==> config.mk <==
export PLATFORM = sky130hd
export DESIGN_NAME = ps2_key_gen
export DESIGN_NICKNAME = d
export VERILOG_FILES = /design/src/rtl/ps2_key_gen.sv
export SDC_FILE = /design/constraint.sdc
export NUM_CORES = 1
export LEC_CHECK = 0
export ABC_AREA = 1
export CAP_MARGIN = 20
export CELL_PAD_IN_SITES_DETAIL_PLACEMENT = 0
export CELL_PAD_IN_SITES_GLOBAL_PLACEMENT = 1
export CORE_ASPECT_RATIO = 1.1
export CORE_MARGIN = 2
export CORE_UTILIZATION = 43
export CTS_CLUSTER_SIZE = 16
export DETAILED_ROUTE_END_ITERATION = 16
export PLACE_DENSITY = 0.84
export SYNTH_ARGS = -nofsm -noshare
export SYNTH_HDL_FRONTEND = slang
export SYNTH_SLANG_ARGS = --single-unit
==> constraint.sdc <==
create_clock -name clk_sys -period 2.28 [get_ports clk_sys]
set_input_delay 0.456 -clock clk_sys [delete_from_list [all_inputs] [get_ports clk_sys]]
set_output_delay 0.456 -clock clk_sys [all_outputs]
set_load 0.02 [all_outputs]
==> src/rtl/ps2_key_gen.sv <==
// ps2_key_gen: host-side PS/2 keyboard receiver producing the 11-bit ps2_key
// event word {toggle, pressed, extended, scancode}.
//
// Ports:
//   clk_sys      in   system clock (only clock)
//   reset        in   synchronous active-high reset
//   ps2_clk      in   raw PS/2 clock (asynchronous)
//   ps2_data     in   raw PS/2 data (asynchronous)
//   ps2_key      out  [10] event toggle, [9] pressed, [8] extended, [7:0] scancode
//   ps2_key_stb  out  one-cycle pulse with each ps2_key update
//   frame_err    out  one-cycle pulse per dropped frame
//
// Build option: define PS2_PARITY_CHECK_EN to drop frames with bad odd parity;
// otherwise the parity bit is sampled and ignored.
module ps2_key_gen #(
    parameter int unsigned FILTER_LEN  = 8,
    parameter int unsigned TIMEOUT_CYC = 96000
) (
    input  logic        clk_sys,
    input  logic        reset,
    input  logic        ps2_clk,
    input  logic        ps2_data,
    output logic [10:0] ps2_key,
    output logic        ps2_key_stb,
    output logic        frame_err
);

    localparam int unsigned FW = $clog2(FILTER_LEN + 1);
    localparam int unsigned TW = $clog2(TIMEOUT_CYC + 1);

`ifdef PS2_PARITY_CHECK_EN
    localparam bit PAR_CHECK = 1'b1;
`else
    localparam bit PAR_CHECK = 1'b0;
`endif

    typedef enum logic {
        S_IDLE       = 1'b0,
        S_PAUSE_SKIP = 1'b1
    } state_t;

    // Input synchronisers and glitch filter
    logic          clk_s1_q, clk_s2_q, data_s1_q, data_s2_q;
    logic          filt_clk_q, filt_clk_d;
    logic [FW-1:0] filt_cnt_q, filt_cnt_d;
    logic          fall_c;

    // Frame receiver
    logic [3:0]    bit_cnt_q, bit_cnt_d;
    logic [7:0]    shift_q, shift_d;
    logic          par_q, par_d;
    logic [TW-1:0] tmo_q, tmo_d;
    logic          byte_rdy_c;
    logic          rx_err_c;

    // Decoder
    state_t        state_q, state_d;
    logic          ext_q, ext_d;
    logic          brk_q, brk_d;
    logic [2:0]    skip_q, skip_d;
    logic [10:0]   key_q, key_d;
    logic          stb_q, stb_d;
    logic          err_q, err_d;

    // Two-flop synchronisers; idle level of both lines is high
    always_ff @(posedge clk_sys) begin
        if (reset) begin
            clk_s1_q  <= 1'b1;
            clk_s2_q  <= 1'b1;
            data_s1_q <= 1'b1;
            data_s2_q <= 1'b1;
        end else begin
            clk_s1_q  <= ps2_clk;
            clk_s2_q  <= clk_s1_q;
            data_s1_q <= ps2_data;
            data_s2_q <= data_s1_q;
        end
    end

    // Filtered clock flips after FILTER_LEN consecutive differing samples
    always_comb begin
        filt_cnt_d = '0;
        filt_clk_d = filt_clk_q;
        if (clk_s2_q != filt_clk_q) begin
            if (filt_cnt_q == FW'(FILTER_LEN - 1)) begin
                filt_clk_d = clk_s2_q;
            end else begin
                filt_cnt_d = filt_cnt_q + 1'b1;
            end
        end
    end

    assign fall_c = filt_clk_q & ~filt_clk_d;

    // Bit counter, shift register, parity capture and inter-bit timeout
    always_comb begin
        bit_cnt_d  = bit_cnt_q;
        shift_d    = shift_q;
        par_d      = par_q;
        tmo_d      = tmo_q;
        byte_rdy_c = 1'b0;
        rx_err_c   = 1'b0;
        if (fall_c) begin
            tmo_d = '0;
            if (bit_cnt_q == 4'd0) begin
                // A high start bit is dropped without leaving bit 0
                if (data_s2_q) begin
                    rx_err_c = 1'b1;
                end else begin
                    bit_cnt_d = 4'd1;
                end
            end else if (bit_cnt_q <= 4'd8) begin
                shift_d   = {data_s2_q, shift_q[7:1]};
                bit_cnt_d = bit_cnt_q + 4'd1;
            end else if (bit_cnt_q == 4'd9) begin
                par_d     = data_s2_q;
                bit_cnt_d = 4'd10;
            end else begin
                bit_cnt_d = 4'd0;
                if (!data_s2_q) begin
                    rx_err_c = 1'b1;
                end else if (PAR_CHECK && (par_q != ~^shift_q)) begin
                    rx_err_c = 1'b1;
                end else begin
                    byte_rdy_c = 1'b1;
                end
            end
        end else if (bit_cnt_q != 4'd0) begin
            if (tmo_q == TW'(TIMEOUT_CYC - 1)) begin
                bit_cnt_d = 4'd0;
                tmo_d     = '0;
                rx_err_c  = 1'b1;
            end else begin
                tmo_d = tmo_q + 1'b1;
            end
        end
    end

    // Decoder next state: prefix flags, Pause skipping, housekeeping filter
    always_comb begin
        state_d = state_q;
        ext_d   = ext_q;
        brk_d   = brk_q;
        skip_d  = skip_q;
        key_d   = key_q;
        stb_d   = 1'b0;
        err_d   = rx_err_c;
        if (byte_rdy_c) begin
            case (state_q)
                S_IDLE: begin
                    if (shift_q == 8'hE0) begin
                        ext_d = 1'b1;
                    end else if (shift_q == 8'hF0) begin
                        brk_d = 1'b1;
                    end else if (shift_q == 8'hE1) begin
                        state_d = S_PAUSE_SKIP;
                        skip_d  = 3'd7;
                    end else if (!ext_q && !brk_q &&
                                 (shift_q == 8'hAA || shift_q == 8'hFA ||
                                  shift_q == 8'hFE || shift_q == 8'hEE ||
                                  shift_q == 8'h00 || shift_q == 8'hFF)) begin
                        stb_d = 1'b0;
                    end else begin
                        key_d = {~key_q[10], ~brk_q, ext_q, shift_q};
                        stb_d = 1'b1;
                        ext_d = 1'b0;
                        brk_d = 1'b0;
                    end
                end
                S_PAUSE_SKIP: begin
                    skip_d = skip_q - 3'd1;
                    if (skip_q == 3'd1) begin
                        state_d = S_IDLE;
                    end
                end
                default: state_d = S_IDLE;
            endcase
        end
    end

    // State registers
    always_ff @(posedge clk_sys) begin
        if (reset) begin
            filt_clk_q <= 1'b1;
            filt_cnt_q <= '0;
            bit_cnt_q  <= 4'd0;
            shift_q    <= 8'h00;
            par_q      <= 1'b0;
            tmo_q      <= '0;
            state_q    <= S_IDLE;
            ext_q      <= 1'b0;
            brk_q      <= 1'b0;
            skip_q     <= 3'd0;
            key_q      <= 11'h000;
            stb_q      <= 1'b0;
            err_q      <= 1'b0;
        end else begin
            filt_clk_q <= filt_clk_d;
            filt_cnt_q <= filt_cnt_d;
            bit_cnt_q  <= bit_cnt_d;
            shift_q    <= shift_d;
            par_q      <= par_d;
            tmo_q      <= tmo_d;
            state_q    <= state_d;
            ext_q      <= ext_d;
            brk_q      <= brk_d;
            skip_q     <= skip_d;
            key_q      <= key_d;
            stb_q      <= stb_d;
            err_q      <= err_d;
        end
    end

    assign ps2_key     = key_q;
    assign ps2_key_stb = stb_q;
    assign frame_err   = err_q;

endmodule

==> results.md, run 1 <==
* Status: finished, final reports clean
* Hold depth at 1
* Mapped Cells at between 300 and 400
* Hold-fix buffers, CTS at 0
* Lkg Pwr at 1.19 nW
* Core box area at about 6100 µm²
* Row count at 30
* Max-cap violations at 0
* Die Y at 87.2 µm
* Final Total Pwr at 1.98 mW
* Largest net degree at the start of global routing at 19
* R2R Setup Slk at between 0.3 and 0.4 ns
* TritonCTS clock tree: yes
* Share of cells above drive strength 1 at ~11%
* Postcts setup bufs at 0
* Initial antenna violation count at 0
* Max H-tree Level at 3
* Vias in the first global route at 2200
* CTS-repair resized insts at 0
* YS warnings at 0
* Normalized max-slew margin at 70.4%
* Crit. End Element: flop
* Sequential-to-total area share from yosys stat at 42.1%
* Port-buffer cells at 16
* Die footprint at just under 7000 µm²
* CP Launch Type: flop
* Yosys reg bits at 57
* Final setup TNS at 0 ns
* Hold Path End: data_s2_q
* Filler Cell Count at 614
* Top cells by area, synth: dfxtp_1 42%, nand2_1 9.0%, nor2_1 8.7%
* Drt via density at 4.88
* Net count after synthesis at 379
* Unrepaired setup endpoints after global routing: false
* Detailed Place HPWL at 4040 µm
* Antenna-violating nets left at 0
* DR WL/cell at 11.3 µm
* Comb power frac at 2.2%
* Peak VDD IR at around 340 µV
* DR vias at between 2k and 2.5k
* Worst r2r path cells at 9
* Sink Count at 57
* Io pins at 17
* Reg2reg start: bit_cnt_q[0]
* Sw Share at 21.9%
* Hold Vio Cnt, Final at 0
* Detailed-route DRC error count at 0
* Int Pwr at 1.55 mW
* Max-slew violations at 0
* Post-synth top area cell: dfxtp_1
* Worst skew pair latency at between 0.3 and 0.4 ns
* Period minus WS final at 1.96 ns
* Initial DRC Count at 97
* Root buffer cell: clkbuf_8
* GPL Wtd Cong at 0.818
* Fmax at 0.511 GHz
* Yosys top cell area share at 42.1%
* Kind of critical path: flop to flop
* Nets at 402
* Count of final setup violators at 0
* Total Wirelength at 5400 µm
* GRT Overall Usage at 17.2%
* Fin Hold WS at between 0.4 and 0.5 ns
* CP max FO at 11
* Die width at around 80 µm
* First-pass GRT wire length at roughly 9400 µm
* Power per cell area at 629 nW/µm²
* 1st-pass router iterations at 4
* Worst r2r dst: ps2_key[7]
* HP Class: flop to flop
* Synthesized area per cell at between 7 and 8 µm²
* Layout area overhead at 16.4%
* Antenna cells at 0
* Worst-margin pin slew at between 0.4 and 0.5 ns
* Switching power at roughly 0.43 mW
* Initial Util at 44.3%
* Total gr overflow at 0
* Inserted Clock Buffers at 9
* Clk buf depth at 2
* Worst EP required at 2.56 ns
* Mapped Area at 2710 µm²
* Clock transition at the registers of the reported paths at 0.07 ns
* Crit share post-route at 85.8%
* Seq pwr share at 50.5%
* Commonest non-fill, non-tap cells in the layout: 65 x nand2_1, 63 x nor2_1, 57 x dfxtp_1, 36 x inv_1, 33 x nand3_1
* Worst Path Arrival at between 2 and 2.5 ns
* Hold path startpoint: data_s1_q
* Leading cell type in the layout, fill and taps excluded: nand2_1
* Synth unique cells at 34
* Layout Skew at 0.0115 ns
* Clock Power Share at 47.3%
state kept, by name, indices dropped and copies added, names as in the netlist:
| name | flops |
|---|---|
| ps2_key | 11 |
| state_q | 1 |
| filt_cnt_q | 4 |
| clk_s1_q | 1 |
| filt_clk_q | 1 |
| brk_q | 1 |
| frame_err | 1 |
| bit_cnt_q | 4 |
| ext_q | 1 |
| data_s1_q | 1 |
| data_s2_q | 1 |
| clk_s2_q | 1 |
| skip_q | 3 |
| shift_q | 8 |
| tmo_q | 17 |
| ps2_key_stb | 1 |
stage by stage:
stage / utilization [%] / setup slack [ns] / area [µm²] / std cells
after floorplan: - / 0.648 / 2710 / 368
after global placement: 48.3 / 0.339 / 2960 / 460
after detailed placement: 48.3 / 0.301 / 2960 / 460
after CTS: 51.6 / 0.297 / 3150 / 476
after global routing: 51.6 / 0.0359 / 3150 / 476
final: 51.6 / 0.324 / 3150 / 476
synthesized netlist by cell type, drive strengths merged:
cell and n:
o211a 1, o21ai 19, nand2 67, o221ai 1
a21oi 23, nand3 38, a41oi 1, nor2 70
inv 39, ha 7, dfxtp 57, o211ai 4
nand3b 1, nor3b 1, clkbuf 3, or2 6
nor3 12, xor2 6, buf 4, a211oi 3
nand4 5
logic make-up after synthesis:
| group | count (synthesis) | share of synthesized area (%) |
|---|---|---|
| adders and majority gates | 7 | 3.23 |
| DFF | 57 | 42.1 |
| buffers and inverters | 46 | 7.11 |
| AOI/OAI and AO/OA | 52 | 11.3 |
| xor gates and xnor gates | 6 | 1.94 |
| and+or+nand+nor | 200 | 34.3 |
worst max-delay path, stage by stage (launching register included):
cell and delay (ns):
dfxtp_1 0.38, inv_1 0.09, ha_1 0.27, a21oi_4 0.19
nand3_2 0.11, nor2_4 0.18, nand3_2 0.12, nor2_2 0.36
nor2_1 0.07, nor2_1 0.11
power groups by stage:
stage	logic [mW]	registers (mW)	clock network (mW)
finish	0.0429	1.00	0.939
global placement	0.0438	1.02	0
CTS	0.0440	1.00	0.958
detailed placement	0.0439	1.02	0
global route	0.0491	1.00	1.00
floorplan	0.0255	1.02	0
area by class of cell:
class	count	area (µm²)	area share [%]
Timing Repair Buffer	19	195	6.19
Clock inverter	5	55.1	1.75
Sequential cell	57	1140	36.2
Tap cell	80	100	3.17
Clock buffer	11	141	4.48
Inverter	39	146	4.64
Multi-Input combinational cell	265	1380	43.6
worst max path at each step:
stage | endpoint | cells after the start | start | slack (ns)
floorplan | shift_q[6] | 9 | bit_cnt_q[0] | 0.65
global placement | ps2_key[5] | 9 | bit_cnt_q[0] | 0.34
detailed placement | ps2_key[3] | 9 | bit_cnt_q[0] | 0.30
CTS | ps2_key[3] | 9 | bit_cnt_q[0] | 0.30
global route | shift_q[0] | 8 | bit_cnt_q[0] | 0.04
finish | ps2_key[7] | 9 | bit_cnt_q[0] | 0.32
layer usage:
metal | global-route usage (%) | wire length, µm
met4 | 7.68 | 95
met2 | 28.5 | 2640
met5 | 0 | 0
met1 | 20.1 | 2520
met3 | 5.60 | 141
No activity file was read; power rests on OpenSTA's default activity.
==> inputs of run 2 (changes only) <==
SLEW_MARGIN = 20   (was default)
==> results of run 2 <==
No change in the layout: final DEF, timing and power equal those of run 1.
==> inputs of run 3 (changes only) <==
CORE_UTILIZATION = 23   (was 43)
PLACE_DENSITY = 0.52   (was 0.84)
==> run 3 against run 2 <==
Clock power is 44% higher. Clock skew is 0.0033 ns lower. Core utilization is 22 points lower. Highest routed layer unchanged. Critical path depth down 1. Via count increased by 1.9%. Die area increased by 82%. Cell count grew 15%. Setup slack better by 0.012 ns. Hold slack improved by 0.0043 ns.
==> results.md, run 3 (synthesis results as in run 1) <==
* R2R Setup Slk at 0.34 ns (about the same)
* Antenna cells at 0 (unchanged)
* Worst r2r dst: shift_q[6]
* Commonest non-fill, non-tap cells in the layout: 65 x nand2_1, 63 x nor2_1, 57 x dfxtp_1, 36 x inv_1, 33 x nand3_1
* Kind of critical path: flop to flop
* 1st-pass router iterations at 4 (unchanged)
* Fmax at 0.515 GHz (+0.64%)
* Biggest register: tmo_q
* Initial DRC Count at 123 (+27%)
* Sink Count at 57 (unchanged)
* Layout area overhead at 23.7%
* Filler Cell Count at 1306 (+110%)
* Post-Place Setup Slack at 0.189 ns (-0.113 ns)
* Initial Util at 23.6% (-21 points)
* Total gr overflow at 0 (unchanged)
* Reg2reg start: bit_cnt_q[0]
* Max reg flops at 17 (unchanged)
* Total Wirelength at 6460 µm (+20%)
* Inserted Clock Buffers at 9 (unchanged)
* First-pass GRT wire length at 11500 µm (+23%)
* Crit path capture: shift_q[6]
* TritonCTS clock tree: yes
* Core box area at 11500 µm² (+88%)
* Lkg Pwr at 1.24 nW (+4.4%)
* Largest net degree at the start of global routing at 17 (-2)
* Layout Skew at 0.00813 ns (-0.00334 ns)
* Nets at 404 (+0.50%)
* Normalized max-slew margin at 67.4% (-3.0 points)
* Max-slew violations at 0 (unchanged)
* Final setup TNS at 0 ns (unchanged)
* Worst skew pair latency at 0.33 ns (about the same)
* Worst r2r path cells at 8 (-1)
* Worst-margin pin slew at 0.488 ns (+0.0437 ns)
* Crit share post-route at 85.2% (-0.55 points)
* Cell Count, Final, Fillers Out at 548 (+15%)
* HP Class: flop to flop
* Final Total Pwr at 2.40 mW (+21%)
* Cells after DPL at 532 (+16%)
* CP Launch Type: flop
* Unrepaired setup endpoints after global routing: false
* Die footprint at 12700 µm² (+82%)
* Port-buffer cells at 16 (unchanged)
* Die Y at 118 µm (+35%)
* Share of cells above drive strength 1 at 11.6% (+0.45 points)
* Drt via density at 4.32 (-11%)
* GPL Wtd Cong at 0.705 (-14%)
* Period minus WS final at 1.94 ns (-0.0125 ns)
* DR WL/cell at 11.8 µm (+4.0%)
* Fin Hold WS at 0.413 ns (+0.00430 ns)
* Root buffer cell: clkbuf_16
* Setup WS post-layout at 0.337 ns (+0.0125 ns)
* Detailed Place HPWL at 4730 µm (+17%)
* Peak VDD IR at 234 µV (-31%)
* Vias in the first global route at 2466 (+12%)
* Power per cell area at 715 nW/µm² (+14%)
* Worst Path Arrival at 2.14 ns (-0.09 ns)
* Hold-fix buffers, CTS at 0 (unchanged)
* Io pins at 17 (unchanged)
* Die width at 107 µm (+35%)
* Setup crit start: bit_cnt_q[0]
* Leading cell type in the layout, fill and taps excluded: nand2_1
* Antenna-violating nets left at 0 (unchanged)
* Status: finished, final reports clean
* Crit. End Element: flop
* Initial antenna violation count at 0 (unchanged)
* Worst EP required at 2.48 ns (-0.08 ns)
* GRT Overall Usage at 11.3% (-5.8 points)
* CTS-repair resized insts at 0 (unchanged)
* Row count at 41 (+37%)
* Max H-tree Level at 3 (unchanged)
* Count of final setup violators at 0 (unchanged)
* CP max FO at 16 (+5)
* Clk buf depth at 2 (unchanged)
* Detailed-route DRC error count at 0 (unchanged)
* Postcts setup bufs at 0 (unchanged)
* DR vias at 2369 (+1.9%)
* Max-cap violations at 0 (unchanged)
* Clock transition at the registers of the reported paths at 0.05 ns (-0.02 ns)
* Hold Vio Cnt, Final at 0 (unchanged)
==> run 3: cell count changes in the layout (fill, tap and decap cells not counted) <==
cell and change:
clkbuf_8 -9, buf_12 -1, nor2_4 +1, nor2_2 -1, clkbuf_16 +9, buf_4 +3
==> run 3: through the flow <==
step / area [µm²] / util (%)
2_1_floorplan: 2710 / -
3_5_place_dp: 3050 / 26.5
6_report: 3350 / 29.2
4_1_cts: 3350 / 29.1
3_3_place_gp: 3050 / 26.5
5_1_grt: 3350 / 29.2
==> run 3: worst min-delay path by stage <==
stage	start	endpoint	slack, ns	cells past startpoint
after global routing	clk_s1_q	clk_s2_q	0.43	1
final	clk_s1_q	clk_s2_q	0.41	1
after detailed placement	clk_s1_q	clk_s2_q	0.40	1
after CTS	clk_s1_q	clk_s2_q	0.42	1
after floorplan	clk_s1_q	clk_s2_q	0.39	1
after global placement	data_s1_q	data_s2_q	0.39	1
==> run 3: area by class of cell <==
type	count	area (µm²)	area share (%)
multi-input combinational	265	1380	41.2
sequential	57	1140	34.1
clock buffer	11	243	7.24
timing repair buffer	21	198	5.90
tap	150	188	5.60
inverter	39	146	4.37
clock inverter	5	55.1	1.64
==> run 3: per-layer routing <==
| layer | part of all wire, % | GRT usage [%] | routed length (µm) |
|---|---|---|---|
| met4 | 1.9 | 5.05 | 124 |
| met5 | 0 | 0 | 0 |
| met3 | 2.4 | 3.05 | 155 |
| met1 | 48 | 13.7 | 3080 |
| met2 | 48 | 18.6 | 3100 |
==> run 3: power by group <==
| group | internal (mW) | switching [mW] |
|---|---|---|
| logic | 0.0170 | 0.0265 |
| clock network | 0.871 | 0.479 |
| registers | 1.00 | 0.00219 |
==> run 3: worst max-delay path: stages (launching register included) <==
cell and delay, ns:
dfxtp_1 0.39, inv_1 0.10, ha_1 0.27, nand3_2 0.16, inv_2 0.09, nor2_1 0.15, nand2_1 0.32, o21ai_0 0.27
a21oi_1 0.06
